$ cat src/rtl/heart_rate_meter.sv
`default_nettype none
// ============================================================================
// Module      : heart_rate_meter
// Description : Times qualified heart-pulse intervals, averages the last
//               2^AVG_LOG2 periods, divides into a BPM value, converts it to
//               BCD and drives beat LED, buzzer and sticky rate alarms.
// Revision    : 1.0 - initial release
// ============================================================================
module heart_rate_meter #(
    parameter int CLK_PER_MIN  = 6000,
    parameter int PER_W        = 11,
    parameter int AVG_LOG2     = 2,
    parameter int MIN_PER      = 20,
    parameter int BLINK_CYCLES = 10,
    parameter int LOW_BPM      = 40,
    parameter int HIGH_BPM     = 180
) (
    input  logic       clk,
    input  logic       rst_n,
    input  logic       heart_pulse,
    input  logic       mute,
    input  logic       clear_alarm,
    output logic [7:0] bpm,
    output logic       bpm_valid,
    output logic [3:0] ones,
    output logic [3:0] tens,
    output logic [3:0] hundreds,
    output logic       led,
    output logic       buzzer,
    output logic       alarm_low,
    output logic       alarm_high,
    output logic       no_signal
);

    localparam int DIV_W     = $clog2(CLK_PER_MIN + 1);
    localparam int c_win     = 1 << AVG_LOG2;
    localparam int c_sum_w   = PER_W + AVG_LOG2;
    localparam int c_led_w   = $clog2(BLINK_CYCLES + 1);
    localparam int c_dcnt_w  = $clog2(DIV_W + 1);
    localparam logic [PER_W-1:0] c_cnt_max = {PER_W{1'b1}};

    typedef enum logic [1:0] {
        S_IDLE = 2'd0,
        S_RUN  = 2'd1,
        S_DONE = 2'd2
    } div_state_t;

    logic                r_sync1, r_sync2, r_sync3;
    logic [PER_W-1:0]    r_cnt;
    logic                r_armed;
    logic                r_per_valid;
    logic [PER_W-1:0]    r_period;
    logic [PER_W-1:0]    r_win [c_win];
    logic [c_sum_w-1:0]  r_sum;
    logic                r_win_full;
    div_state_t          r_state;
    logic [PER_W-1:0]    r_divisor;
    logic [DIV_W-1:0]    r_dvd;
    logic [PER_W-1:0]    r_rem;
    logic [DIV_W-1:0]    r_quo;
    logic [c_dcnt_w-1:0] r_dcnt;
    logic [c_led_w-1:0]  r_led_cnt;

    logic                w_beat, w_sat, w_timeout, w_accept;
    logic [c_sum_w-1:0]  w_sum_next;
    logic [PER_W-1:0]    w_avg;
    logic [PER_W:0]      w_trial;
    logic                w_ge;
    logic [PER_W-1:0]    w_diff;
    logic [7:0]          w_q_sat;
    logic [7:0]          w_rem100;
    logic [3:0]          w_hund, w_tens, w_ones;

    // Beat qualification: first cycle the synchronised pulse is seen high
    assign w_beat    = r_sync2 & ~r_sync3;
    assign w_sat     = (r_cnt == c_cnt_max);
    // A saturated counter while armed means the signal has been lost; it
    // takes priority over a beat landing in the same cycle.
    assign w_timeout = r_armed & w_sat;
    assign w_accept  = w_beat & ~w_timeout &
                       (~r_armed | (r_cnt >= PER_W'(MIN_PER)));

    // Running window sum: the first period after arming seeds every slot
    assign w_sum_next = r_win_full
                      ? (r_sum + c_sum_w'(r_period) - c_sum_w'(r_win[c_win-1]))
                      : (c_sum_w'(r_period) << AVG_LOG2);
    assign w_avg      = w_sum_next[c_sum_w-1:AVG_LOG2];

    // One restoring-division step
    assign w_trial = {r_rem, r_dvd[DIV_W-1]};
    assign w_ge    = (w_trial >= {1'b0, r_divisor});
    assign w_diff  = w_trial[PER_W-1:0] - r_divisor;

    // Saturated rate and its BCD digits
    assign w_q_sat  = (r_quo > DIV_W'(255)) ? 8'hFF : r_quo[7:0];
    assign w_hund   = 4'(w_q_sat / 8'd100);
    assign w_rem100 = w_q_sat % 8'd100;
    assign w_tens   = 4'(w_rem100 / 8'd10);
    assign w_ones   = 4'(w_rem100 % 8'd10);

    assign led    = (r_led_cnt != '0);
    assign buzzer = ~mute & (led | alarm_low | alarm_high | no_signal);

    // Two-flop synchroniser plus delayed copy for edge detection
    always_ff @(posedge clk or negedge rst_n) begin
        if (!rst_n) begin
            r_sync1 <= 1'b0;
            r_sync2 <= 1'b0;
            r_sync3 <= 1'b0;
        end else begin
            r_sync1 <= heart_pulse;
            r_sync2 <= r_sync1;
            r_sync3 <= r_sync2;
        end
    end

    // Period counter, arming and period capture
    always_ff @(posedge clk or negedge rst_n) begin
        if (!rst_n) begin
            r_cnt       <= '0;
            r_armed     <= 1'b0;
            r_per_valid <= 1'b0;
            r_period    <= '0;
        end else begin
            r_per_valid <= w_accept & r_armed;
            if (w_accept) begin
                r_cnt    <= PER_W'(1);
                r_period <= r_cnt;
                r_armed  <= 1'b1;
            end else begin
                if (!w_sat)
                    r_cnt <= r_cnt + PER_W'(1);
                if (w_timeout)
                    r_armed <= 1'b0;
            end
        end
    end

    // Averaging window: shift in newest period, oldest falls off the end
    always_ff @(posedge clk or negedge rst_n) begin
        if (!rst_n) begin
            for (int i = 0; i < c_win; i++)
                r_win[i] <= '0;
            r_sum      <= '0;
            r_win_full <= 1'b0;
        end else if (w_timeout) begin
            for (int i = 0; i < c_win; i++)
                r_win[i] <= '0;
            r_sum      <= '0;
            r_win_full <= 1'b0;
        end else if (r_per_valid) begin
            if (r_win_full) begin
                for (int i = c_win - 1; i > 0; i--)
                    r_win[i] <= r_win[i-1];
                r_win[0] <= r_period;
            end else begin
                for (int i = 0; i < c_win; i++)
                    r_win[i] <= r_period;
            end
            r_sum      <= w_sum_next;
            r_win_full <= 1'b1;
        end
    end

    // Sequential divider FSM: CLK_PER_MIN / avg, one quotient bit per cycle
    always_ff @(posedge clk or negedge rst_n) begin
        if (!rst_n) begin
            r_state   <= S_IDLE;
            r_divisor <= '0;
            r_dvd     <= '0;
            r_rem     <= '0;
            r_quo     <= '0;
            r_dcnt    <= '0;
        end else if (r_per_valid) begin
            r_divisor <= w_avg;
            r_dvd     <= DIV_W'(CLK_PER_MIN);
            r_rem     <= '0;
            r_quo     <= '0;
            r_dcnt    <= c_dcnt_w'(DIV_W);
            r_state   <= S_RUN;
        end else begin
            case (r_state)
                S_RUN: begin
                    r_rem  <= w_ge ? w_diff : w_trial[PER_W-1:0];
                    r_quo  <= {r_quo[DIV_W-2:0], w_ge};
                    r_dvd  <= {r_dvd[DIV_W-2:0], 1'b0};
                    r_dcnt <= r_dcnt - c_dcnt_w'(1);
                    if (r_dcnt == c_dcnt_w'(1))
                        r_state <= S_DONE;
                end
                S_DONE:  r_state <= S_IDLE;
                default: r_state <= S_IDLE;
            endcase
        end
    end

    // Result registers, strobe and sticky flags (a set beats a clear)
    always_ff @(posedge clk or negedge rst_n) begin
        if (!rst_n) begin
            bpm        <= '0;
            hundreds   <= '0;
            tens       <= '0;
            ones       <= '0;
            bpm_valid  <= 1'b0;
            alarm_low  <= 1'b0;
            alarm_high <= 1'b0;
            no_signal  <= 1'b0;
        end else if (r_state == S_DONE) begin
            bpm        <= w_q_sat;
            hundreds   <= w_hund;
            tens       <= w_tens;
            ones       <= w_ones;
            bpm_valid  <= 1'b1;
            no_signal  <= 1'b0;
            alarm_low  <= (w_q_sat < 8'(LOW_BPM))  | (alarm_low  & ~clear_alarm);
            alarm_high <= (w_q_sat > 8'(HIGH_BPM)) | (alarm_high & ~clear_alarm);
        end else begin
            alarm_low  <= alarm_low  & ~clear_alarm;
            alarm_high <= alarm_high & ~clear_alarm;
            if (w_timeout) begin
                bpm       <= '0;
                hundreds  <= '0;
                tens      <= '0;
                ones      <= '0;
                bpm_valid <= 1'b1;
                no_signal <= 1'b1;
            end else begin
                bpm_valid <= 1'b0;
            end
        end
    end

    // Beat LED: retriggerable down-counter loaded on each accepted beat
    always_ff @(posedge clk or negedge rst_n) begin
        if (!rst_n)
            r_led_cnt <= '0;
        else if (w_accept)
            r_led_cnt <= c_led_w'(BLINK_CYCLES);
        else if (r_led_cnt != '0)
            r_led_cnt <= r_led_cnt - c_led_w'(1);
    end

endmodule
`default_nettype wire

$ cat config.mk
export PLATFORM = sky130hd
export DESIGN_NAME = heart_rate_meter
export DESIGN_NICKNAME = d
export VERILOG_FILES = /design/src/rtl/heart_rate_meter.sv
export SDC_FILE = /design/constraint.sdc
export NUM_CORES = 1
export LEC_CHECK = 0
export CAP_MARGIN = 20
export CORE_MARGIN = 8
export CORE_UTILIZATION = 30
export CTS_CLUSTER_SIZE = 16
export DETAILED_ROUTE_END_ITERATION = 10
export GPL_TIMING_DRIVEN = 0
export PLACE_DENSITY_LB_ADDON = 0.15
export SLEW_MARGIN = 40
export SYNTH_ARGS = -nofsm -noshare
export SYNTH_HDL_FRONTEND = slang
export SYNTH_SLANG_ARGS = --single-unit
$ cat constraint.sdc
create_clock -name clk -period 9.9 [get_ports clk]
set_input_delay 1.98 -clock clk [delete_from_list [all_inputs] [get_ports clk]]
set_output_delay 1.98 -clock clk [all_outputs]
set_load 0.005 [all_outputs]
==> run summary, run 1 <==
antenna violations before repair: 0
number of global-route vias before repair: 7396
CORE AREA: 30300 um2
die footprint: 36200 um2
grt ovf: 0
hold_buf cts: 0
clk_lat worst skew: 0.44 ns
max cap viols: 0
Detailed Route Iter0 Violations: 572
maximum number of pins on one net before global-route repair: 61
top_reg_cell synth: dfrtp_1
CP max FO: 10
RSZ-0062 raised after global routing: no
GP Congestion: 0.807
post-CTS setup buffer count: 0
Longest Clk Path Bufs: 2
final-report setup violation count: 0
share of cells above drive strength 1: 7.64%
Startpoint Class: flop
reg-to-reg critical path startpoint: r_quo[8]
Die Y: 190 um
cell area after synthesis: 9120 um2
DRC viols: 0
Initial Utilization: 30.1%
area taken by flip-flops and latches: 4000 um2
Final Util: 35.0%
clk sinks: 160
routed wire length: 24.0 mm
hold wc startpoint: r_sync1
FFs w/ async S/R, synth: 100%
main area contributors after synthesis: dfrtp_1 44%, a211oi_1 5.3%, a21oi_1 5.0%
htree depth: 4
worst slew pin tran: 0.706 ns
first-pass GRT wire length: 40.5 mm
total vias in the final route: 7260
max incr delay on CP: 0.52 ns
Worst Setup End Kind: flop
top cell type's share of synthesized area: 43.9%
Clock transition at path regs: 0.08 ns
cell with the largest stage delay on the worst path: or4_4
Avg Cell Area, Syn: 9.03 um2
reg-to-reg endpoint: ones[1]
max-slew violations: 0
CTS root buf: clkbuf_16
CP most frequent cell: nand2_1
drt pass-1 iters: 5
post-synth cell types: 82
num rows: 64
# resized after CTS: 0
Worst Hold Depth: 0
cts bufs inserted: 17
crit share post-route: 55.8%
hold crit path type: reg -> reg
die width: 190 um
critical path data arrival time: 5.83 ns
vias per inst: 4.94
Hold Fails Final Rpt: 0
hpwl dp: 17.9 mm
sequential fraction of the synthesis area: 43.9%
Slew HR: 52.9%
port bufs: 28
Setup Crit Path Kind: reg -> reg
Setup Skew: 0.0229 ns
Net count, final: 1111
Mapped Cells: 1010
Reg2Reg Setup Slack: 4.38 ns
n_diodes: 0
Hold Path Sink: r_sync2
CP cell instances: or4_4, buf_6, or2_1, buf_6, nor2_1, inv_1, ha_1, or3_1, clkbuf_1, o21ai_0, xnor2_1, nand2_1, ha_1, or4b_4, and3_4, o21ai_2, nand2_1, nand2_1, mux2_2, a2111oi_2, o22ai_1
All-Layer GR Usage: 13.8%
DR WL/cell: 16.4 um
minimum clock period: 5.52 ns
Max Fclk: 181 MHz
area of the multi-input gates: 4510 um2
Yosys top cell by area: dfrtp_1
Reg2Reg Depth: 21
layout overhead on the synthesized area: 16.0%
status: completed
I/O Pins: 31
Data required, critical path: 10.21 ns
Fillers: 3175
Ys Warns: 0
CTS tree: yes
Synth Register Bits: 160
Post-synth EDFFs: 0
DRT antenna net count: 0
[cells in the mapped netlist (7+ instances only)]
master      n
nor3_1     13
nand3_1    28
dfrtp_1   160
a211oi_1   64
a21oi_1    92
xor2_1     14
nor2b_1     7
nand2b_1   12
ha_1       34
inv_1      77
xnor2_1    17
nor2_1    107
mux2i_1    15
nand2_1   107
o21ai_0    43
a21o_1     12
clkbuf_1   54
fa_1       12
and3_1      7
nand4_1     7
[worst max path at each step]
stage | from | end | slack, ns | cells past startpoint
6_report | r_quo[8] | ones[1] | 4.38 | 21
5_1_grt | r_quo[10] | ones[1] | 4.05 | 21
4_1_cts | r_quo[10] | ones[1] | 4.42 | 21
3_5_place_dp | r_quo[10] | ones[1] | 4.42 | 21
3_3_place_gp | rst_n | r_cnt[4] | -0.42 | 1
2_1_floorplan | r_quo[10] | ones[1] | 4.97 | 21
[per-stage QoR]
stage | TNS, ns | cell area (um2) | worst slack, ns | hold WS [ns] | std cells
after floorplan | 0 | 9130 | 4.97 | 0.331 | 1011
after global placement | -63.57 | 9900 | -0.423 | 0.333 | 1435
after detailed placement | 0 | 9970 | 4.42 | 0.335 | 1437
after CTS | 0 | 10600 | 4.42 | 0.354 | 1469
after global routing | 0 | 10600 | 4.05 | 0.364 | 1469
final | 0 | 10600 | 4.38 | 0.352 | 1469
[logic make-up (layout without fill, tap and decap cells)]
family / Yosys count / count (layout) / synth area share, %
mux: 18 / 18 / 2.02
fa+ha+maj: 46 / 46 / 7.30
other cells: 1 / 2 / 0.0411
flops: 160 / 160 / 43.9
simple gates: 332 / 332 / 17.1
buf+inv: 146 / 208 / 6.79
xor+xnor: 31 / 31 / 2.98
compound gates: 276 / 276 / 19.9
[area by class of cell]
cell class              instances  share of cell area [%]
clock inverters                15                    1.75
clock buffers                  17                    4.02
well taps                     396                    4.68
multi-input cells             705                    42.6
flip-flops and latches        160                    37.8
inverters                      77                    2.73
plain buffers                  69                    3.12
repair buffers                 30                    3.22
[registers in the layout, summed over array words and instances (netlist names), 3 cells and up]
register,cells
r_win,44
r_quo,13
r_sum,13
r_cnt,11
r_divisor,11
r_period,11
r_rem,11
r_dvd,9
bpm,8
r_dcnt,4
r_led_cnt,4
tens,4
ones,3
[layout by cell type (no fill, tap or decap), types with 7 or more instances in the layout]
cell / netlist / routed
xnor2_1: 17 / 17
ha_1: 34 / 34
nand4_1: 7 / 7
nor3_1: 13 / 12
nor2_1: 107 / 107
nand2b_1: 12 / 12
o21ai_0: 43 / 43
and3_1: 7 / 7
a21oi_1: 92 / 92
fa_1: 12 / 12
a21o_1: 12 / 12
xor2_1: 14 / 14
clkbuf_16: 0 / 17
mux2i_1: 15 / 15
a211oi_1: 64 / 64
inv_1: 77 / 77
nand3_1: 28 / 28
nor2b_1: 7 / 7
dfrtp_1: 160 / 160
nand2_1: 107 / 107
clkdlybuf4s50_1: 0 / 27
clkbuf_1: 54 / 54
[metal layers]
metal / GRT usage [%] / vias to the layer above / routed length, um
li1: - / 3598 / -
met1: 18.7 / 3533 / 12000
met2: 22.6 / 112 / 11200
met3: 2.41 / 17 / 635
met4: 3.43 / 0 / 229
met5: 0 / - / 0
[worst max-delay path, delay by kind of cell (launching register included)]
kind | cells | cell delay (ns)
adder cells (fa/ha/maj) | 2 | 0.38
flip-flops | 1 | 0.43
buffers and inverters | 4 | 0.52
XOR/XNOR | 1 | 0.12
AND/OR/NAND/NOR | 9 | 2.46
AO/OA/AOI/OAI | 4 | 1.11
multiplexers | 1 | 0.37
Power of run 1 is left out: the tool's default activity adds up to more than one toggle a clock period on the data nets, which glitch-free logic cannot reach.
==> run 2: changes to the inputs <==
==> constraint.sdc (replaced) <==
create_clock -name clk -period 4.78 [get_ports clk]
set_input_delay 0.956 -clock clk [delete_from_list [all_inputs] [get_ports clk]]
set_output_delay 0.956 -clock clk [all_outputs]
set_load 0.005 [all_outputs]
==> run summary, run 2 (same netlist as run 1, synthesis figures left out) <==
n_diodes: 0 (unchanged)
most frequent cells in the layout: 160 x dfrtp_1, 106 x nor2_1, 105 x nand2_1
I/O Pins: 31 (unchanged)
CP most frequent cell: buf_4
DR WL/cell: 16.3 um (-0.24%)
minimum clock period: 4.60 ns (-0.917 ns)
Longest Clk Path Bufs: 2 (unchanged)
grt ovf: 0 (unchanged)
worst slew pin tran: 0.705 ns (-0.000781 ns)
routed wire length: 24.3 mm (+1.1%)
Initial Utilization: 30.1% (unchanged)
max incr delay on CP: 0.55 ns (+0.03 ns)
num rows: 64 (unchanged)
RSZ-0062 raised after global routing: yes
die width: 190 um (unchanged)
cell with the largest stage delay on the worst path: or4_4
critical path depth in cells: 19 (-9.5%)
hold_buf cts: 0 (unchanged)
reg-to-reg endpoint: ones[1]
worst hold slack: 0.354 ns (+0.00219 ns)
htree depth: 4 (unchanged)
Worst Hold Depth: 0 (unchanged)
hold wc startpoint: r_sync1
vias per inst: 4.93 (-0.22%)
layout overhead on the synthesized area: 18.9%
total vias in the final route: 7343 (+1.1%)
Reg2Reg Setup Slack: 0.18 ns (-4.20 ns)
Largest delay share family, worst path: simple AND/OR/NAND/NOR gates
status: completed
Detailed Route Iter0 Violations: 461 (-19%)
hold crit path type: reg -> reg
CORE AREA: 30300 um2 (unchanged)
hpwl dp: 17.8 mm (-0.34%)
DRC viols: 0 (unchanged)
drt pass-1 iters: 4 (-1)
GP Congestion: 0.834 (+3.4%)
die footprint: 36200 um2 (unchanged)
crit share post-route: 96.3% (+41 points)
Worst Setup End Kind: flop
CP cell instances: or4_4, or2_1, buf_6, nor2_4, inv_1, ha_2, or3_4, buf_4, buf_4, o211a_1, a211oi_4, buf_4, a31oi_4, or3_4, nand2_1, nor3_2, mux2_4, a2111oi_4, o22ai_1
All-Layer GR Usage: 13.9% (+0.028 points)
reg-to-reg critical path startpoint: r_quo[8]
CTS tree: yes
Clock transition at path regs: 0.08 ns (about the same)
critical path data arrival time: 4.91 ns (-0.92 ns)
antenna violations before repair: 0 (unchanged)
Slew HR: 51.8% (-1.2 points)
Setup Crit Path Kind: reg -> reg
CP max FO: 7 (-3)
Startpoint Class: flop
max-slew violations: 0 (unchanged)
first-pass GRT wire length: 40.7 mm (+0.46%)
CTS root buf: clkbuf_16
Hold Fails Final Rpt: 0 (unchanged)
maximum number of pins on one net before global-route repair: 65 (+6.6%)
Hold Path Sink: r_sync2
Net count, final: 1131 (+1.8%)
Buf+Inv Stages, Crit Path: 5 (+1)
Reg2Reg Depth: 19 (-9.5%)
Setup Skew: 0.0163 ns (-0.00663 ns)
DRT antenna net count: 0 (unchanged)
number of flip-flops under the largest register name: 44 (unchanged)
number of global-route vias before repair: 7354 (-0.57%)
cts bufs inserted: 17 (unchanged)
share of cells above drive strength 1: 10.2% (+2.5 points)
Largest regs: r_win (44), r_quo (13), r_sum (13)
clk sinks: 160 (unchanged)
final-report setup violation count: 0 (unchanged)
Die Y: 190 um (unchanged)
Biggest register: r_win
Data required, critical path: 5.09 ns (-5.12 ns)
port bufs: 28 (unchanged)
Max Fclk: 217 MHz (+20%)
clk_lat worst skew: 0.43 ns (about the same)
commonest non-fill, non-tap cell in the layout: dfrtp_1
max cap viols: 0 (unchanged)
-- run 2: what timing repair did --
item / CTS / global route
pin swaps: 5 / 11
resized for setup: 12 / 9
buffers inserted: 3 / 19
setup endpoints to repair: 5 / 6
-- run 2: worst max path at each step --
stage / from / to / slack (ns)
after global placement: rst_n / r_sync3 / -4.49
after CTS: r_quo[10] / ones[1] / 0.00007
final: r_quo[8] / ones[1] / 0.18
after floorplan: r_quo[10] / ones[1] / 0.03
after detailed placement: r_quo[10] / ones[1] / -0.53
after global routing: r_quo[8] / ones[1] / -0.01
-- run 2: per-layer routing --
layer,wire [um],GRT usage (%),part of all wire (%)
met1,12100,19.3,50
met2,11200,22.0,46
met3,665,2.49,2.7
met4,316,3.34,1.3
met5,0,0,0
-- run 2: layout make-up --
cell class	instances	area [um2]
repair buffers	52	505
inverters	77	289
clock inverters	15	189
clock buffers	17	425
fillers	3134	19400
well taps	396	495
flip-flops and latches	160	4000
plain buffers	67	315
multi-input cells	705	4630
-- run 2: per-stage QoR --
stage          cell area [um2]  utilization, %  instances  setup WS (ns)  TNS, ns
2_1_floorplan             9130               -       1011         0.0304        0
3_3_place_gp              9910            32.7       1435          -4.49  -716.96
3_5_place_dp              9980            33.0       1437         -0.531    -1.71
4_1_cts                  10700            35.3       1471      0.0000737        0
5_1_grt                  10800            35.8       1489        -0.0135  -0.0165
6_report                 10800            35.8       1489          0.176        0
Power of run 2 is left out for the same reason.
==> run 3: changes to the inputs <==
--- a/config.mk
+++ b/config.mk
@@ -5,7 +5,6 @@
 export SDC_FILE = /design/constraint.sdc
 export NUM_CORES = 1
 export LEC_CHECK = 0
-export CAP_MARGIN = 20
 export CORE_MARGIN = 8
 export CORE_UTILIZATION = 30
 export CTS_CLUSTER_SIZE = 16
==> results of run 3 <==
Final layout, timing and power as in run 2 (identical DEF).
Power of run 3 is left out for the same reason.
